## src/rtl/keypad_entry_if.sv

```systemverilog
// Keypad entry bundle: raw scanner sample in, BCD entry buffer and event pulses out.
// The scanner side drives key/pressed as a level; there is no backpressure on any signal.
interface keypad_entry_if;
  logic [3:0]  key;
  logic        pressed;
  logic [15:0] digits;
  logic [2:0]  count;
  logic [15:0] value;
  logic        value_valid;
  logic        key_event;
  logic        err;

  modport master (
    output key, pressed,
    input  digits, count, value, value_valid, key_event, err
  );

  modport slave (
    input  key, pressed,
    output digits, count, value, value_valid, key_event, err
  );
endinterface

```

## src/rtl/keypad_entry.sv

```systemverilog
// Debounces scanner key/pressed into one event per press and edits a 4-digit BCD buffer.
// Commit lands on the DEBOUNCE_CYCLES-th matching sample; all outputs registered; no backpressure.
module keypad_entry #(
  parameter int unsigned DEBOUNCE_CYCLES = 4
) (
  input  logic clk,
  input  logic rst,
  keypad_entry_if.slave kp
);

  typedef enum logic [2:0] {
    WAIT_REL,
    IDLE,
    DEBOUNCE,
    HELD,
    RELEASE
  } state_t;

  localparam logic [7:0] LAST = 8'(DEBOUNCE_CYCLES - 1);

  state_t      state;
  logic [7:0]  cnt;
  logic [3:0]  key_q;
  logic [15:0] digits;
  logic [2:0]  count;
  logic [15:0] value;
  logic        value_valid;
  logic        key_event;
  logic        err;

  always_ff @(posedge clk or posedge rst) begin
    if (rst) begin
      state       <= WAIT_REL;
      cnt         <= 8'd0;
      key_q       <= 4'd0;
      digits      <= 16'd0;
      count       <= 3'd0;
      value       <= 16'd0;
      value_valid <= 1'b0;
      key_event   <= 1'b0;
      err         <= 1'b0;
    end else begin
      value_valid <= 1'b0;
      key_event   <= 1'b0;
      err         <= 1'b0;
      case (state)
        // a key still down when reset lifts must be released before it can count
        WAIT_REL: begin
          if (!kp.pressed) state <= IDLE;
        end
        IDLE: begin
          if (kp.pressed) begin
            state <= DEBOUNCE;
            key_q <= kp.key;
            cnt   <= 8'd1;
          end
        end
        DEBOUNCE: begin
          if (kp.pressed && (kp.key == key_q)) begin
            if (cnt == LAST) begin
              state     <= HELD;
              key_event <= 1'b1;
              if (key_q <= 4'h9) begin
                if (count < 3'd4) begin
                  digits <= {digits[11:0], key_q};
                  count  <= count + 3'd1;
                end else begin
                  err <= 1'b1;
                end
              end else if (key_q == 4'hA) begin
                if (count != 3'd0) begin
                  digits <= {4'h0, digits[15:4]};
                  count  <= count - 3'd1;
                end else begin
                  err <= 1'b1;
                end
              end else if (key_q == 4'hB) begin
                digits <= 16'd0;
                count  <= 3'd0;
              end else if (key_q == 4'hC) begin
                if (count != 3'd0) begin
                  value       <= digits;
                  value_valid <= 1'b1;
                  digits      <= 16'd0;
                  count       <= 3'd0;
                end else begin
                  err <= 1'b1;
                end
              end else begin
                err <= 1'b1;
              end
            end else begin
              cnt <= cnt + 8'd1;
            end
          end else begin
            state <= IDLE;
          end
        end
        HELD: begin
          if (!kp.pressed) begin
            state <= RELEASE;
            cnt   <= 8'd1;
          end
        end
        RELEASE: begin
          if (kp.pressed) begin
            state <= HELD;
          end else if (cnt == LAST) begin
            state <= IDLE;
          end else begin
            cnt <= cnt + 8'd1;
          end
        end
        default: state <= WAIT_REL;
      endcase
    end
  end

  assign kp.digits      = digits;
  assign kp.count       = count;
  assign kp.value       = value;
  assign kp.value_valid = value_valid;
  assign kp.key_event   = key_event;
  assign kp.err         = err;

endmodule
```

## src/flat_wrapper.sv

```systemverilog
// flat-port wrapper written by rule: the top's interface ports become plain ports
module keypad_entry_flat 
#(
  parameter int unsigned DEBOUNCE_CYCLES = 4
)
  (clk, rst, kp_key, kp_pressed, kp_digits, kp_count, kp_value, kp_value_valid, kp_key_event, kp_err);
  keypad_entry_if kp_i ();
  input  logic clk;
  input  logic rst;
  input wire logic [$bits(kp_i.key)-1:0] kp_key;
  input wire logic [$bits(kp_i.pressed)-1:0] kp_pressed;
  output wire logic [$bits(kp_i.digits)-1:0] kp_digits;
  output wire logic [$bits(kp_i.count)-1:0] kp_count;
  output wire logic [$bits(kp_i.value)-1:0] kp_value;
  output wire logic [$bits(kp_i.value_valid)-1:0] kp_value_valid;
  output wire logic [$bits(kp_i.key_event)-1:0] kp_key_event;
  output wire logic [$bits(kp_i.err)-1:0] kp_err;
  assign kp_i.key = kp_key;
  assign kp_i.pressed = kp_pressed;
  assign kp_digits = kp_i.digits;
  assign kp_count = kp_i.count;
  assign kp_value = kp_i.value;
  assign kp_value_valid = kp_i.value_valid;
  assign kp_key_event = kp_i.key_event;
  assign kp_err = kp_i.err;
  keypad_entry #(.DEBOUNCE_CYCLES(DEBOUNCE_CYCLES)) u_core (.clk(clk), .rst(rst), .kp(kp_i));
endmodule
```

## config.mk

```make
export PLATFORM = sky130hd
export DESIGN_NAME = keypad_entry_flat
export DESIGN_NICKNAME = d
export VERILOG_FILES = /design/src/rtl/keypad_entry_if.sv /design/src/rtl/keypad_entry.sv /design/src/flat_wrapper.sv
export SDC_FILE = /design/constraint.sdc
export NUM_CORES = 1
export LEC_CHECK = 0
export BUFFER_PORTS_ARGS = -buffer_cell sky130_fd_sc_hd__buf_2
export CELL_PAD_IN_SITES_DETAIL_PLACEMENT = 0
export CELL_PAD_IN_SITES_GLOBAL_PLACEMENT = 2
export CORE_ASPECT_RATIO = 1.4
export CORE_MARGIN = 4
export CORE_UTILIZATION = 39
export CTS_CLUSTER_DIAMETER = 60
export CTS_CLUSTER_SIZE = 24
export DETAILED_ROUTE_END_ITERATION = 7
export PLACE_DENSITY = 0.91
export RECOVER_POWER = 100
export SLEW_MARGIN = 20
export SYNTH_ARGS = -nofsm -noshare
export SYNTH_HDL_FRONTEND = slang
export SYNTH_SLANG_ARGS = --single-unit
```

## constraint.sdc

```tcl
create_clock -name clk -period 4.5 [get_ports clk]
set_clock_uncertainty 0.05 [all_clocks]
set_input_delay 0.9 -clock clk [delete_from_list [all_inputs] [get_ports clk]]
set_output_delay 0.9 -clock clk [all_outputs]
set_load 0.1 [all_outputs]
```

==> flow_summary.toml, run 1 <==
[detailed_routing]
wire_per_inst_um = 15.85
wirelength_um = 5625
vias = 1930
first_pass_iters = 4
routed_via_density = 5.437
drt_iter0_markers = 82
drtAntennaViolNets = 0
remaining_drc_errors = 0

[worst_setup_path]
path_max_fanout = 14
crit_arrival_ns = 3.47
critPathCaptureType = "register"
startpoint_type = "register"
path_class = "reg -> reg"
cp_data_required_time_ns = 4.64

[synthesis]
seq_area_frac_synth_pct = 50.43
ys_types = 44
ys_ff_latch = 53
yosysWarnings = 0
syn-num-nets = 249
syn-instance-count = 238
synthesis.area_sq_mm = 0.002630
avgSynthCellArea_sq_um = 11.05

[global_route]
grt_usage_pct = 14.74
grt_pass1_wl_um = 9715
overflow = 0
grt_start_max_net_pins = 54
first_global_vias = 1927
antenna_found_initial = 0

[pwr]
power.density_mw_per_mm2 = 429.0
clkPwrFrac_pct = 22.0
power_leakage_nw = 1.325
seq_power_share_pct = 46.6
intPower_mw = 0.7584
p_comb_share_pct = 31.4
p_sw_mw = 0.4983
switching_share_pct = 39.65
ir_drop_mv = 0.1742

[finish]
final_common_cell = "dfrtp_1"
area_delta_synth_final_pct = 11.37
diodes = 0
most-common-layout-cells = "dfrtp_1 (53), clkbuf_1 (39), nand2_1 (23)"
final_area_sq_mm = 0.002929
finalNetCount = 291
drive_above_1_share_pct = 12.10

[cts]
cts.sinks = 53
clockRootBuffer = "clkbuf_8"
post_cts_resized = 0
cts_tree = "done"
cts_made_buffers = 5
holdBufCountCts = 0
insertion_delay_ns = 0.30
cts_setup_buffers = 0
cts_buffer_depth = 2
clkSlewWorstSetupHoldPaths_ns = 0.10
h-tree-depth = 2

[placement]
io_buffers = 44
placed_cell_area_sq_mm = 0.002904
place_congestion = 0.7697
dp_hpwl_um = 4029
place_ws_ns = 1.661

[timing]
rsz0062_at_grt = "no"
drv_slew = 54
hold_viol = 0
tightest_slew_ns = 2.323
fin_crit_ns = 3.324
slew_headroom_pct = -55.69
setup_tns_ns = 0
layout_setup_ws_ns = 1.176
fin_crit_sh_pct = 73.87
fmax_mhz = 300.8
setup_viol = 0

[floorplan]
fp.dieH_um = 105.2
die-width_um = 77.41
io_pins = 45
initial_core_util_pct = 40.04
placementRows = 35
die_area_sq_mm = 0.008140
core_area_sq_mm = 0.006569

[status]
violations = "max-capacitance violations, max-slew violations"
outcome = "complete, but fails checks"

[run]
drv_cap = 1

[hold_path]
hold_path.class = "reg -> reg"
-- metrics by stage --
stage               hold slack (ns)  power, mW  cells  utilization, %
floorplan                    0.4234     0.8999    238               -
global placement             0.4129     0.9950    347           44.17
detailed placement           0.4194      1.000    347           44.21
CTS                          0.4446      1.285    355           45.58
global route                 0.4655      1.356    355           44.59
finish                       0.4413      1.257    355           44.59
-- registers in the layout, indices dropped and copies added (netlist names) --
signal / cells
u_core.state: 3
u_core.cnt: 8
u_core.kp.value: 16
u_core.kp.key_event: 1
u_core.key_q: 4
u_core.kp.err: 1
u_core.kp.count: 3
u_core.kp.digits: 16
u_core.kp.value_valid: 1
-- power groups by stage --
stage                     combinational [mW]  clock, mW  sequential (mW)
final                                  0.394      0.277            0.586
after global routing                   0.450      0.311            0.595
after CTS                              0.408      0.292            0.585
after detailed placement               0.407          0            0.594
after global placement                 0.400          0            0.595
after floorplan                        0.320          0            0.580
-- cells in the mapped netlist --
master,count,area [sq um]
xnor2_1,6,52.55
o41ai_1,1,8.760
nand2_1,23,86.33
nand4_1,1,6.260
a22oi_1,1,7.510
a21oi_1,3,15.01
or4_1,2,15.01
o21a_1,1,7.510
o31ai_1,6,45.04
o211ai_1,3,22.52
or4_4,1,11.26
nor4_1,2,12.51
mux2i_1,3,30.03
nand2b_1,3,18.77
or3_1,2,12.51
o32ai_2,1,16.27
mux2_2,11,123.9
a41o_1,1,10.01
inv_1,9,33.78
a31oi_1,1,6.260
o21ai_1,1,5.000
ha_1,4,50.05
a22o_1,14,122.6
and3_1,1,6.260
nor3_4,1,16.27
nor2_4,2,22.52
a21o_1,1,7.510
o2bb2ai_1,1,8.760
or2_2,2,12.51
nand3_2,2,20.02
o21ai_0,19,95.09
o32a_1,1,10.01
mux2_1,17,191.4
o21bai_1,1,7.510
a211oi_1,1,7.510
nor2_1,10,37.54
nor3_1,4,20.02
buf_6,2,22.52
o22ai_1,1,6.260
and4_1,1,8.760
nand3_1,5,25.02
nor2b_1,4,25.02
clkbuf_1,9,33.78
dfrtp_1,53,1326
-- worst max-delay path, stage by stage, from the launching register on --
cell	delay (ns)
dfrtp_1	0.43
or4_1	0.53
nor3_1	0.82
nand3_2	0.48
nor2_4	0.50
mux2_2	0.38
-- kinds of logic after synthesis --
group / count (synthesis) / synth area share (%)
AOI/OAI and AO/OA: 58 / 15.56
xor gates and xnor gates: 6 / 1.998
adders and majority gates: 4 / 1.903
buffers and inverters: 20 / 3.425
DFF: 53 / 50.43
muxes: 31 / 13.13
and+or+nand+nor: 66 / 13.56
-- worst paths after layout --
path,cells after the start,slack (ns),startpoint,to
setup / recovery,5,1.18,u_core.cnt[3]$_DFFE_PP0P_,u_core.kp.digits[9]$_DFFE_PP0P_
hold / removal,1,0.44,u_core.kp.value[14]$_DFFE_PP0P_,u_core.kp.value[14]$_DFFE_PP0P_
setup reg to reg,5,1.18,u_core.cnt[3]$_DFFE_PP0P_,u_core.kp.digits[9]$_DFFE_PP0P_
hold reg to reg,1,0.44,u_core.kp.value[14]$_DFFE_PP0P_,u_core.kp.value[14]$_DFFE_PP0P_
max in group asynchronous,2,2.19,rst,u_core.kp.digits[1]$_DFFE_PP0P_
min in group asynchronous,2,1.15,rst,u_core.state[2]$_DFFE_PP0P_
-- area by class of cell --
cell class,instances,area [sq um]
repair buffers,46,186.4
clock buffers,5,68.82
fillers,663,3640
inverters,9,35.03
clock inverters,3,21.27
multi-input cells,165,1199
flip-flops and latches,53,1326
well taps,74,92.59
-- routing by layer --
metal  vias to the layer above  GRT usage (%)  part of all wire [%]
met1                       933          18.39                    44
met2                        40          25.09                    50
met3                        10          2.931                   3.8
met5                         -              0                     0
met4                         0          5.216                   2.0
li1                        947              -                     -
(Power assumes the default switching activity.)
==> run 2: changes to the inputs <==
- CORE_UTILIZATION: 39 -> 36
- PLACE_DENSITY: 0.91 -> 0.86
- clock period: 4.5 -> 3.3 ns (I/O delays scaled with it)
==> run 2 against run 1 <==
Compared with the run above:
- the flow now finishes without violations
- cell count grew 6.8%
- sequential power up 37%
- clock power up 37%
- register-to-register slack lost 0.72 ns
- non-clock buffer count increased by 3
- global-route usage fell by 0.62 points
- critical path depth is the same
- hold slack improved by 0.0014 ns
- critical path type unchanged
- sequential share of layout area decreased by 0.74 points
==> flow_summary.toml, run 2 (synthesis gave the netlist of run 1 again) <==
[placement]
place_congestion = 0.8242
dp_hpwl_um = 4296
io_buffers = 44
placed_cell_area_sq_mm = 0.002950

[worst_setup_path]
path_class = "reg -> reg"
critPathCaptureType = "register"
path_cells = "or4_1 -> nor3_4 -> nand3_1 -> nor2_2 -> mux2_2"
slowest_stage = "nor2_2"
crit_arrival_ns = 2.99
startpoint_type = "register"
cp_data_required_time_ns = 3.45
crit_path_max_incr_delay_ns = 0.71
path_max_fanout = 16

[pwr]
p_sw_mw = 0.6785
p_comb_share_pct = 31.7
intPower_mw = 1.049
clkPwrFrac_pct = 21.9
finalPower_mw = 1.728
power_leakage_nw = 1.342
seq_power_share_pct = 46.3
ir_drop_mv = 0.2337
power.density_mw_per_mm2 = 580.1
switching_share_pct = 39.28

[finish]
final_area_sq_mm = 0.002978
most-common-layout-cells = "dfrtp_1 (53), clkbuf_1 (39), nand2_1 (23)"
drive_above_1_share_pct = 12.68
post-route-util_pct = 42.38
area_delta_synth_final_pct = 13.23
seqCellArea_sq_mm = 0.001326
multi_input_area_sq_mm = 0.001200
n_fill_cell = 728
diodes = 0
finalNetCount = 294
top_regs = "u_core.kp.digits: 16 flops, u_core.kp.value: 16 flops, u_core.cnt: 8 flops"
final_common_cell = "dfrtp_1"

[timing]
slew_headroom_pct = 21.82
rsz0062_at_grt = "no"
tightest_slew_ns = 1.178
drv_slew = 0
fin_crit_ns = 2.843
fin_crit_sh_pct = 86.16
hold_viol = 0
fmax_mhz = 351.7
setup_viol = 0
setup_tns_ns = 0

[detailed_routing]
wire_per_inst_um = 15.30
routed_via_density = 5.145
remaining_drc_errors = 0
vias = 1950
drtAntennaViolNets = 0
wirelength_um = 5798
drt_iter0_markers = 72
first_pass_iters = 4

[cts]
post_cts_resized = 0
insertion_delay_ns = 0.30
cts.sinks = 53
cts_setup_buffers = 0
cts_buffer_depth = 2
cts_tree = "done"
holdBufCountCts = 0
clockRootBuffer = "clkbuf_8"
clkSlewWorstSetupHoldPaths_ns = 0.10
h-tree-depth = 2
cts_made_buffers = 5

[floorplan]
die-width_um = 80.24
io_pins = 45
initial_core_util_pct = 37.43
die_area_sq_mm = 0.008756
fp.dieH_um = 109.1
placementRows = 36
core_area_sq_mm = 0.007027

[run]
drv_cap = 0

[global_route]
grt_usage_pct = 14.11
first_global_vias = 1969
overflow = 0
grt_pass1_wl_um = 9742
grt_start_max_net_pins = 32
antenna_found_initial = 0

[hold_path]
hold_path.class = "in -> async"

[status]
outcome = "finished clean"
[run 2: stage by stage]
step                hold slack, ns  setup slack (ns)  cells
floorplan                   0.4234            0.4007    238
global placement            0.4113            0.6742    371
detailed placement          0.4209            0.6213    371
CTS                         0.3073            0.5971    379
global route                0.4632            0.2541    379
finish                      0.4426            0.4567    379
[run 2: final cells by class]
| type | instances | share of cell area (%) |
|---|---|---|
| Clock inverter | 3 | 0.8824 |
| Sequential cell | 53 | 44.54 |
| Clock buffer | 5 | 2.311 |
| Multi-Input combinational cell | 165 | 40.29 |
| Tap cell | 95 | 3.992 |
| Inverter | 9 | 1.134 |
| Timing Repair Buffer | 49 | 6.849 |
[run 2: path summary, 6_finish.rpt]
check	startpoint	end	slack, ns	cells after the start
hold reg to reg	u_core.kp.value[11]$_DFFE_PP0P_	u_core.kp.value[11]$_DFFE_PP0P_	0.44	1
hold / removal	rst	u_core.kp.count[0]$_DFFE_PP0P_	0.44	2
max in group asynchronous	rst	u_core.kp.digits[10]$_DFFE_PP0P_	1.47	3
min in group clk	u_core.kp.value[11]$_DFFE_PP0P_	u_core.kp.value[11]$_DFFE_PP0P_	0.44	1
setup reg to reg	u_core.cnt[3]$_DFFE_PP0P_	u_core.kp.value[1]$_DFFE_PP0P_	0.46	5
setup / recovery	u_core.cnt[3]$_DFFE_PP0P_	u_core.kp.value[1]$_DFFE_PP0P_	0.46	5
[run 2: worst max-delay path, delay by kind of cell (launching register included)]
kind | cells | cell delay [ns]
and+or+nand+nor | 4 | 1.82
DFF | 1 | 0.43
muxes | 1 | 0.41
[run 2: power by group through the flow]
stage | combinational, mW | sequential [mW] | clock, mW
after floorplan | 0.436 | 0.791 | 0
after global placement | 0.556 | 0.813 | 0
after detailed placement | 0.562 | 0.812 | 0
after CTS | 0.563 | 0.800 | 0.404
after global routing | 0.621 | 0.814 | 0.426
final | 0.548 | 0.800 | 0.379
[run 2: routing by layer]
layer | global-route usage (%) | wire length (um) | vias up
met2 | 25.30 | 2931 | 46
met1 | 17.29 | 2566 | 939
met5 | 0 | 0 | -
li1 | - | - | 959
met4 | 3.986 | 75 | 0
met3 | 2.314 | 224 | 6
